`src/rtl/master_port.sv`:
```
// master_port: serial bus master. Accepts one host command, runs the
// REQ/ADDR/WDATA or REQ/ADDR/RWAIT/RDATA handshake with a slave over single-bit
// lines, then returns a one-cycle completion response (with timeout error flag).
module master_port #(
  parameter int unsigned ADDR_W  = 12,
  parameter int unsigned DATA_W  = 8,
  parameter int unsigned TIMEOUT = 63
) (
  input  logic              clk,
  input  logic              reset,
  input  logic              cmd_valid,
  input  logic              cmd_write,
  input  logic [ADDR_W-1:0] cmd_address,
  input  logic [DATA_W-1:0] cmd_wdata,
  output logic              cmd_ready,
  output logic              rsp_valid,
  output logic [DATA_W-1:0] rsp_rdata,
  output logic              rsp_error,
  output logic              read_enable,
  output logic              write_enable,
  output logic              m_valid,
  output logic              m_ready,
  input  logic              s_ready,
  input  logic              s_valid,
  input  logic              split_enable,
  output logic              tx_address,
  output logic              tx_data,
  output logic              tx_burst,
  input  logic              rx_data
);

  localparam int unsigned BIT_MAX = (ADDR_W > DATA_W) ? ADDR_W : DATA_W;
  localparam int unsigned BC_W    = $clog2(BIT_MAX + 1);
  localparam int unsigned TO_W    = 8;

  localparam logic [TO_W-1:0] TO_LAST   = TO_W'(TIMEOUT - 1);
  localparam logic [BC_W-1:0] ADDR_LAST = BC_W'(ADDR_W - 1);
  localparam logic [BC_W-1:0] DATA_LAST = BC_W'(DATA_W - 1);

  typedef enum logic [2:0] {
    S_IDLE, S_REQ, S_ADDR, S_WDATA, S_RWAIT, S_RDATA, S_SPLIT, S_DONE
  } state_e;

  state_e            state_q, state_d;
  logic [TO_W-1:0]   to_cnt_q, to_cnt_d;
  logic [BC_W-1:0]   bit_cnt_q, bit_cnt_d;
  logic [ADDR_W-1:0] addr_sh_q, addr_sh_d;
  logic [DATA_W-1:0] wdata_sh_q, wdata_sh_d;
  logic [DATA_W-1:0] rdata_sh_q, rdata_sh_d;
  logic              write_q, write_d;
  logic              err_q, err_d;

  logic              cmd_ready_q, cmd_ready_d;
  logic              rsp_valid_q, rsp_valid_d;
  logic [DATA_W-1:0] rsp_rdata_q, rsp_rdata_d;
  logic              rsp_error_q, rsp_error_d;
  logic              read_en_q, read_en_d;
  logic              write_en_q, write_en_d;
  logic              m_valid_q, m_valid_d;
  logic              m_ready_q, m_ready_d;
  logic              tx_addr_q, tx_addr_d;
  logic              tx_data_q, tx_data_d;
  logic              busy_d;
  logic [DATA_W-1:0] rx_shifted;

  // Read data enters at the MSB so that after DATA_W captures bit 0 sits at the LSB
  assign rx_shifted = (rdata_sh_q >> 1) | (DATA_W'(rx_data) << (DATA_W - 1));

  // Next-state, datapath and look-ahead output decode
  always_comb begin
    state_d    = state_q;
    to_cnt_d   = to_cnt_q;
    bit_cnt_d  = bit_cnt_q;
    addr_sh_d  = addr_sh_q;
    wdata_sh_d = wdata_sh_q;
    rdata_sh_d = rdata_sh_q;
    write_d    = write_q;
    err_d      = err_q;

    case (state_q)
      S_IDLE: begin
        if (cmd_valid) begin
          state_d    = S_REQ;
          addr_sh_d  = cmd_address;
          wdata_sh_d = cmd_wdata;
          write_d    = cmd_write;
          rdata_sh_d = '0;
          err_d      = 1'b0;
          to_cnt_d   = '0;
          bit_cnt_d  = '0;
        end
      end
      S_REQ: begin
        if (s_ready) begin
          state_d   = S_ADDR;
          bit_cnt_d = '0;
        end else if (to_cnt_q == TO_LAST) begin
          state_d = S_DONE;
          err_d   = 1'b1;
        end else begin
          to_cnt_d = to_cnt_q + TO_W'(1);
        end
      end
      S_ADDR: begin
        addr_sh_d = addr_sh_q >> 1;
        if (bit_cnt_q == ADDR_LAST) begin
          bit_cnt_d = '0;
          to_cnt_d  = '0;
          state_d   = write_q ? S_WDATA : S_RWAIT;
        end else begin
          bit_cnt_d = bit_cnt_q + BC_W'(1);
        end
      end
      S_WDATA: begin
        wdata_sh_d = wdata_sh_q >> 1;
        if (bit_cnt_q == DATA_LAST) begin
          bit_cnt_d = '0;
          state_d   = S_DONE;
        end else begin
          bit_cnt_d = bit_cnt_q + BC_W'(1);
        end
      end
      S_RWAIT: begin
        // split wins over a simultaneous s_valid; nothing is captured then
        if (split_enable) begin
          state_d = S_SPLIT;
        end else if (s_valid) begin
          rdata_sh_d = rx_shifted;
          bit_cnt_d  = BC_W'(1);
          state_d    = (DATA_LAST == '0) ? S_DONE : S_RDATA;
        end else if (to_cnt_q == TO_LAST) begin
          state_d = S_DONE;
          err_d   = 1'b1;
        end else begin
          to_cnt_d = to_cnt_q + TO_W'(1);
        end
      end
      S_RDATA: begin
        if (s_valid) begin
          rdata_sh_d = rx_shifted;
          if (bit_cnt_q == DATA_LAST) begin
            bit_cnt_d = '0;
            state_d   = S_DONE;
          end else begin
            bit_cnt_d = bit_cnt_q + BC_W'(1);
          end
        end
      end
      S_SPLIT: begin
        // timeout counter is deliberately left untouched while split
        if (!split_enable) state_d = S_RWAIT;
      end
      S_DONE:  state_d = S_IDLE;
      default: state_d = S_IDLE;
    endcase

    busy_d      = state_d inside {S_REQ, S_ADDR, S_WDATA, S_RWAIT, S_RDATA, S_SPLIT};
    cmd_ready_d = (state_d == S_IDLE);
    m_valid_d   = state_d inside {S_REQ, S_ADDR, S_WDATA};
    m_ready_d   = state_d inside {S_RWAIT, S_RDATA};
    write_en_d  = busy_d & write_d;
    read_en_d   = busy_d & ~write_d;
    tx_addr_d   = (state_d == S_ADDR) & addr_sh_d[0];
    tx_data_d   = (state_d == S_WDATA) & wdata_sh_d[0];
    rsp_valid_d = (state_d == S_DONE);
    rsp_error_d = (state_d == S_DONE) & err_d;
    rsp_rdata_d = ((state_d == S_DONE) && !write_d && !err_d) ? rdata_sh_d : '0;
  end

  // State, datapath and output registers
  always_ff @(posedge clk) begin
    if (reset) begin
      state_q     <= S_IDLE;
      to_cnt_q    <= '0;
      bit_cnt_q   <= '0;
      addr_sh_q   <= '0;
      wdata_sh_q  <= '0;
      rdata_sh_q  <= '0;
      write_q     <= 1'b0;
      err_q       <= 1'b0;
      cmd_ready_q <= 1'b1;
      rsp_valid_q <= 1'b0;
      rsp_rdata_q <= '0;
      rsp_error_q <= 1'b0;
      read_en_q   <= 1'b0;
      write_en_q  <= 1'b0;
      m_valid_q   <= 1'b0;
      m_ready_q   <= 1'b0;
      tx_addr_q   <= 1'b0;
      tx_data_q   <= 1'b0;
    end else begin
      state_q     <= state_d;
      to_cnt_q    <= to_cnt_d;
      bit_cnt_q   <= bit_cnt_d;
      addr_sh_q   <= addr_sh_d;
      wdata_sh_q  <= wdata_sh_d;
      rdata_sh_q  <= rdata_sh_d;
      write_q     <= write_d;
      err_q       <= err_d;
      cmd_ready_q <= cmd_ready_d;
      rsp_valid_q <= rsp_valid_d;
      rsp_rdata_q <= rsp_rdata_d;
      rsp_error_q <= rsp_error_d;
      read_en_q   <= read_en_d;
      write_en_q  <= write_en_d;
      m_valid_q   <= m_valid_d;
      m_ready_q   <= m_ready_d;
      tx_addr_q   <= tx_addr_d;
      tx_data_q   <= tx_data_d;
    end
  end

  assign cmd_ready    = cmd_ready_q;
  assign rsp_valid    = rsp_valid_q;
  assign rsp_rdata    = rsp_rdata_q;
  assign rsp_error    = rsp_error_q;
  assign read_enable  = read_en_q;
  assign write_enable = write_en_q;
  assign m_valid      = m_valid_q;
  assign m_ready      = m_ready_q;
  assign tx_address   = tx_addr_q;
  assign tx_data      = tx_data_q;
  assign tx_burst     = 1'b0;

endmodule

```
`config.mk`:
```
export PLATFORM = sky130hd
export DESIGN_NAME = master_port
export DESIGN_NICKNAME = d
export VERILOG_FILES = /design/src/rtl/master_port.sv
export SDC_FILE = /design/constraint.sdc
export NUM_CORES = 1
export LEC_CHECK = 0
export BUFFER_PORTS_ARGS = -buffer_cell sky130_fd_sc_hd__buf_4
export CORE_MARGIN = 2
export CORE_UTILIZATION = 56
export DETAILED_ROUTE_END_ITERATION = 7
export PLACE_DENSITY_LB_ADDON = 0.2
export SLEW_MARGIN = 20
export SYNTH_ARGS = -nofsm -noshare
export SYNTH_HDL_FRONTEND = slang
export SYNTH_SLANG_ARGS = --single-unit
```
`constraint.sdc`:
```
create_clock -name clk -period 2.5 [get_ports clk]
set_clock_uncertainty 0.05 [all_clocks]
set_input_delay 0.125 -clock clk [delete_from_list [all_inputs] [get_ports clk]]
set_output_delay 0.125 -clock clk [all_outputs]
set_load 0.01 [all_outputs]
```
==> results by group <==
Logic synthesis
  – Top_reg_cell synth: dfxtp_1
  – Flops & latches, synth: 62
  – Ys Warns: 0
  – Post-synth EDFFs: 0
  – Count of cell types in the netlist: 52
  – Post-synth net total: 360
  – Async S/R FF share, synth: 0%
  – Synth top area cells: dfxtp_1 (43%), a21oi_1 (7.3%), a22oi_1 (5.2%), nand2_1 (5.2%), a2111oi_0 (3.7%)
  – Post-Syn Instances: 329
  – Syn avg cell area: 8.71 µm²
  – Yosys top cell by area: dfxtp_1
  – Mapped cell area: 0.00286 mm²
  – Post-synthesis sequential area ratio: 43.3%
  – Area share of the largest cell type after synthesis: 43.3%

Finish
  – Non-Filler Instances: 448
  – Area Overhead vs Synth: 22.0%
  – Layout Utilization: 69.7%
  – Commonest non-fill, non-tap cells in the layout: dfxtp_1 (62), buf_4 (55), a21oi_1 (42), nand2_1 (40), a22oi_1 (20)
  – Nets@finish: 404
  – Commonest non-fill, non-tap cell in the layout: dfxtp_1
  – Inserted Diodes: 0
  – Layout cells sized above 1: 22.8%

Route
  – Drt total wl: 6660 µm
  – Wire per inst: 14.9 µm
  – First DRT Iteration DRCs: 182
  – DRC Markers: 0
  – Drt first pass iters: 5
  – Routed Antenna Nets: 0
  – Vias post-DR: 2606
  – Vias per cell: 5.82

Global route
  – Grt ovf: 0
  – First-pass GRT wire length: 10500 µm
  – Largest net degree at the start of global routing: 53
  – Antenna violations before repair: 0
  – All-Layer GR Usage: 24.3%
  – Vias in the first global route: 2287

Place
  – PortBufs: 44
  – Cells after DPL: 431
  – GP Congestion: 0.873
  – Final HPWL DP: 4540 µm

STA
  – Slew HR: 51.2%
  – Fin Setup TNS: 0 ns
  – Final hold slack: 0.0122 ns
  – Final period util: 94.5%
  – Endpoints failing setup: 0
  – Worst slew pin tran: 0.729 ns
  – Min Tclk post-route: 2.36 ns
  – Final hold vios: 0
  – Pins Over Slew Limit: 0
  – Fmax: 0.423 GHz

Floorplan
  – Number of core rows: 26
  – Core box area: 0.00501 mm²
  – IO Pins: 46
  – Die Span Y: 75.5 µm
  – Die ar.: 0.00570 mm²
  – Die W: 75.5 µm
  – Initial core utilization: 57.2%

Status
  – Outcome: finished clean

Setup path
  – Critical path class: reg -> reg
  – WP data arrival: 2.53 ns
  – CP Max Fanout: 8
  – Worst EP required: 2.67 ns
  – Worst setup EP type: flip-flop
  – Worst setup SP type: flip-flop

Pwr
  – Leakage: 1.33 nW
  – Maximum VDD drop: 0.000482 V
  – PwrDens: 644 mW/mm²

Run
  – Max-cap violations: 0

Clock tree
  – H-tree levels: 3
  – Clock slew seen by the registers of the worst setup and hold paths: 0.06 ns
  – Later-pin clock latency in the skew report: 0.33 ns
  – Clock buffer count from CTS: 9
  – CTS Buffer Depth: 2
  – Setup bufs post-CTS: 0
  – Clock root buffer: clkbuf_8
  – CTS Sinks: 62
  – CTS tree: done

Worst hold path
  – Worst hold path class: in -> reg
[worst max-delay path, stage by stage (launching register included)]
cell and delay, ns:
dfxtp_1 0.34, inv_1 0.08, ha_1 0.15, or3b_1 0.41
a2111oi_2 0.37, or3b_4 0.24, o211ai_2 0.21, a2111oi_0 0.40
[repair_timing]
item                       4_1_cts  5_1_grt
resized for setup                0       10
setup endpoints to repair        0       10
hold endpoints to repair         1        0
hold buffers                     1        0
[Yosys cell counts, types with 2 or more instances]
cell type and n:
inv_1 8, ha_1 3, a2111oi_0 12, a21o_1 2
nand4_1 2, or4_1 3, o31ai_1 3, buf_4 2
and3b_1 2, and4_1 2, a22oi_1 20, nand2_1 40
nor2_1 19, nor3_1 6, o21bai_1 3, clkbuf_1 13
nand3b_1 6, dfxtp_1 62, a211oi_1 4, nor3b_1 4
nand4b_1 3, buf_2 5, a21oi_1 42, or2_2 2
o211a_1 2, nand2b_1 6, nand3_1 6, or3b_2 3
or3b_1 3, xnor2_1 2, o21ai_0 13, buf_6 2
nor2b_1 4, o311ai_0 2
[power breakdown]
part           switching (W)  total [W]  leakage [nW]  internal [W]
logic               0.000181   0.000313         0.723      0.000132
clock network       0.000366   0.000876         0.106      0.000510
registers          0.0000279    0.00106         0.504       0.00103
total               0.000575    0.00225          1.33       0.00167
[routing by layer]
layer  part of all wire [%]  routed length, µm  global-route usage, %
met2                     48               3190                   37.2
met1                     46               3050                   33.1
met4                    1.4                 93                   10.1
met3                    4.8                323                   5.56
met5                      0                  0                      0
[registers in the layout (all words and copies together), names as in the netlist, 3 cells and up]
register	cells
addr_sh_q	12
rdata_sh_q	8
rsp_rdata	8
to_cnt_q	8
wdata_sh_q	8
bit_cnt_q	4
state_q	3
[cells by family after synthesis]
logic type / after synthesis / share of synthesized area (%)
compound gates: 111 / 26.1
mux: 1 / 0.350
other cells: 1 / 0.131
simple gates: 118 / 23.1
buf+inv: 31 / 5.07
fa+ha+maj: 3 / 1.31
xor+xnor: 2 / 0.612
flops: 62 / 43.3
[path summary, 6_finish.rpt]
path                startpoint            end  slack [ns]  depth (start not counted)
setup / recovery   to_cnt_q[0]   rsp_rdata[2]        0.14                          7
hold / removal    cmd_wdata[7]  wdata_sh_q[7]        0.01                          3
setup reg to reg   to_cnt_q[0]   rsp_rdata[2]        0.14                          7
hold reg to reg   addr_sh_q[8]   addr_sh_q[8]        0.41                          2
[per-stage QoR]
step | setup slack [ns] | power [W] | area [µm²]
after global placement | 0.196 | 0.00138 | 3260
after global routing | -0.0892 | 0.00235 | 3490
after detailed placement | 0.105 | 0.00139 | 3260
after CTS | 0.0576 | 0.00226 | 3470
after floorplan | 0.298 | 0.00128 | 2860
final | 0.137 | 0.00225 | 3490
[layout make-up]
type                       instances  area (µm²)
inverter                           8        30.0
clock inverter                     4        45.0
clock buffer                      12         155
multi-input combinational        236        1510
tap                               70        87.6
sequential                        62        1240
timing repair buffer              56         423
fill                             410        1520
No activity file was read; power rests on OpenSTA's default activity.
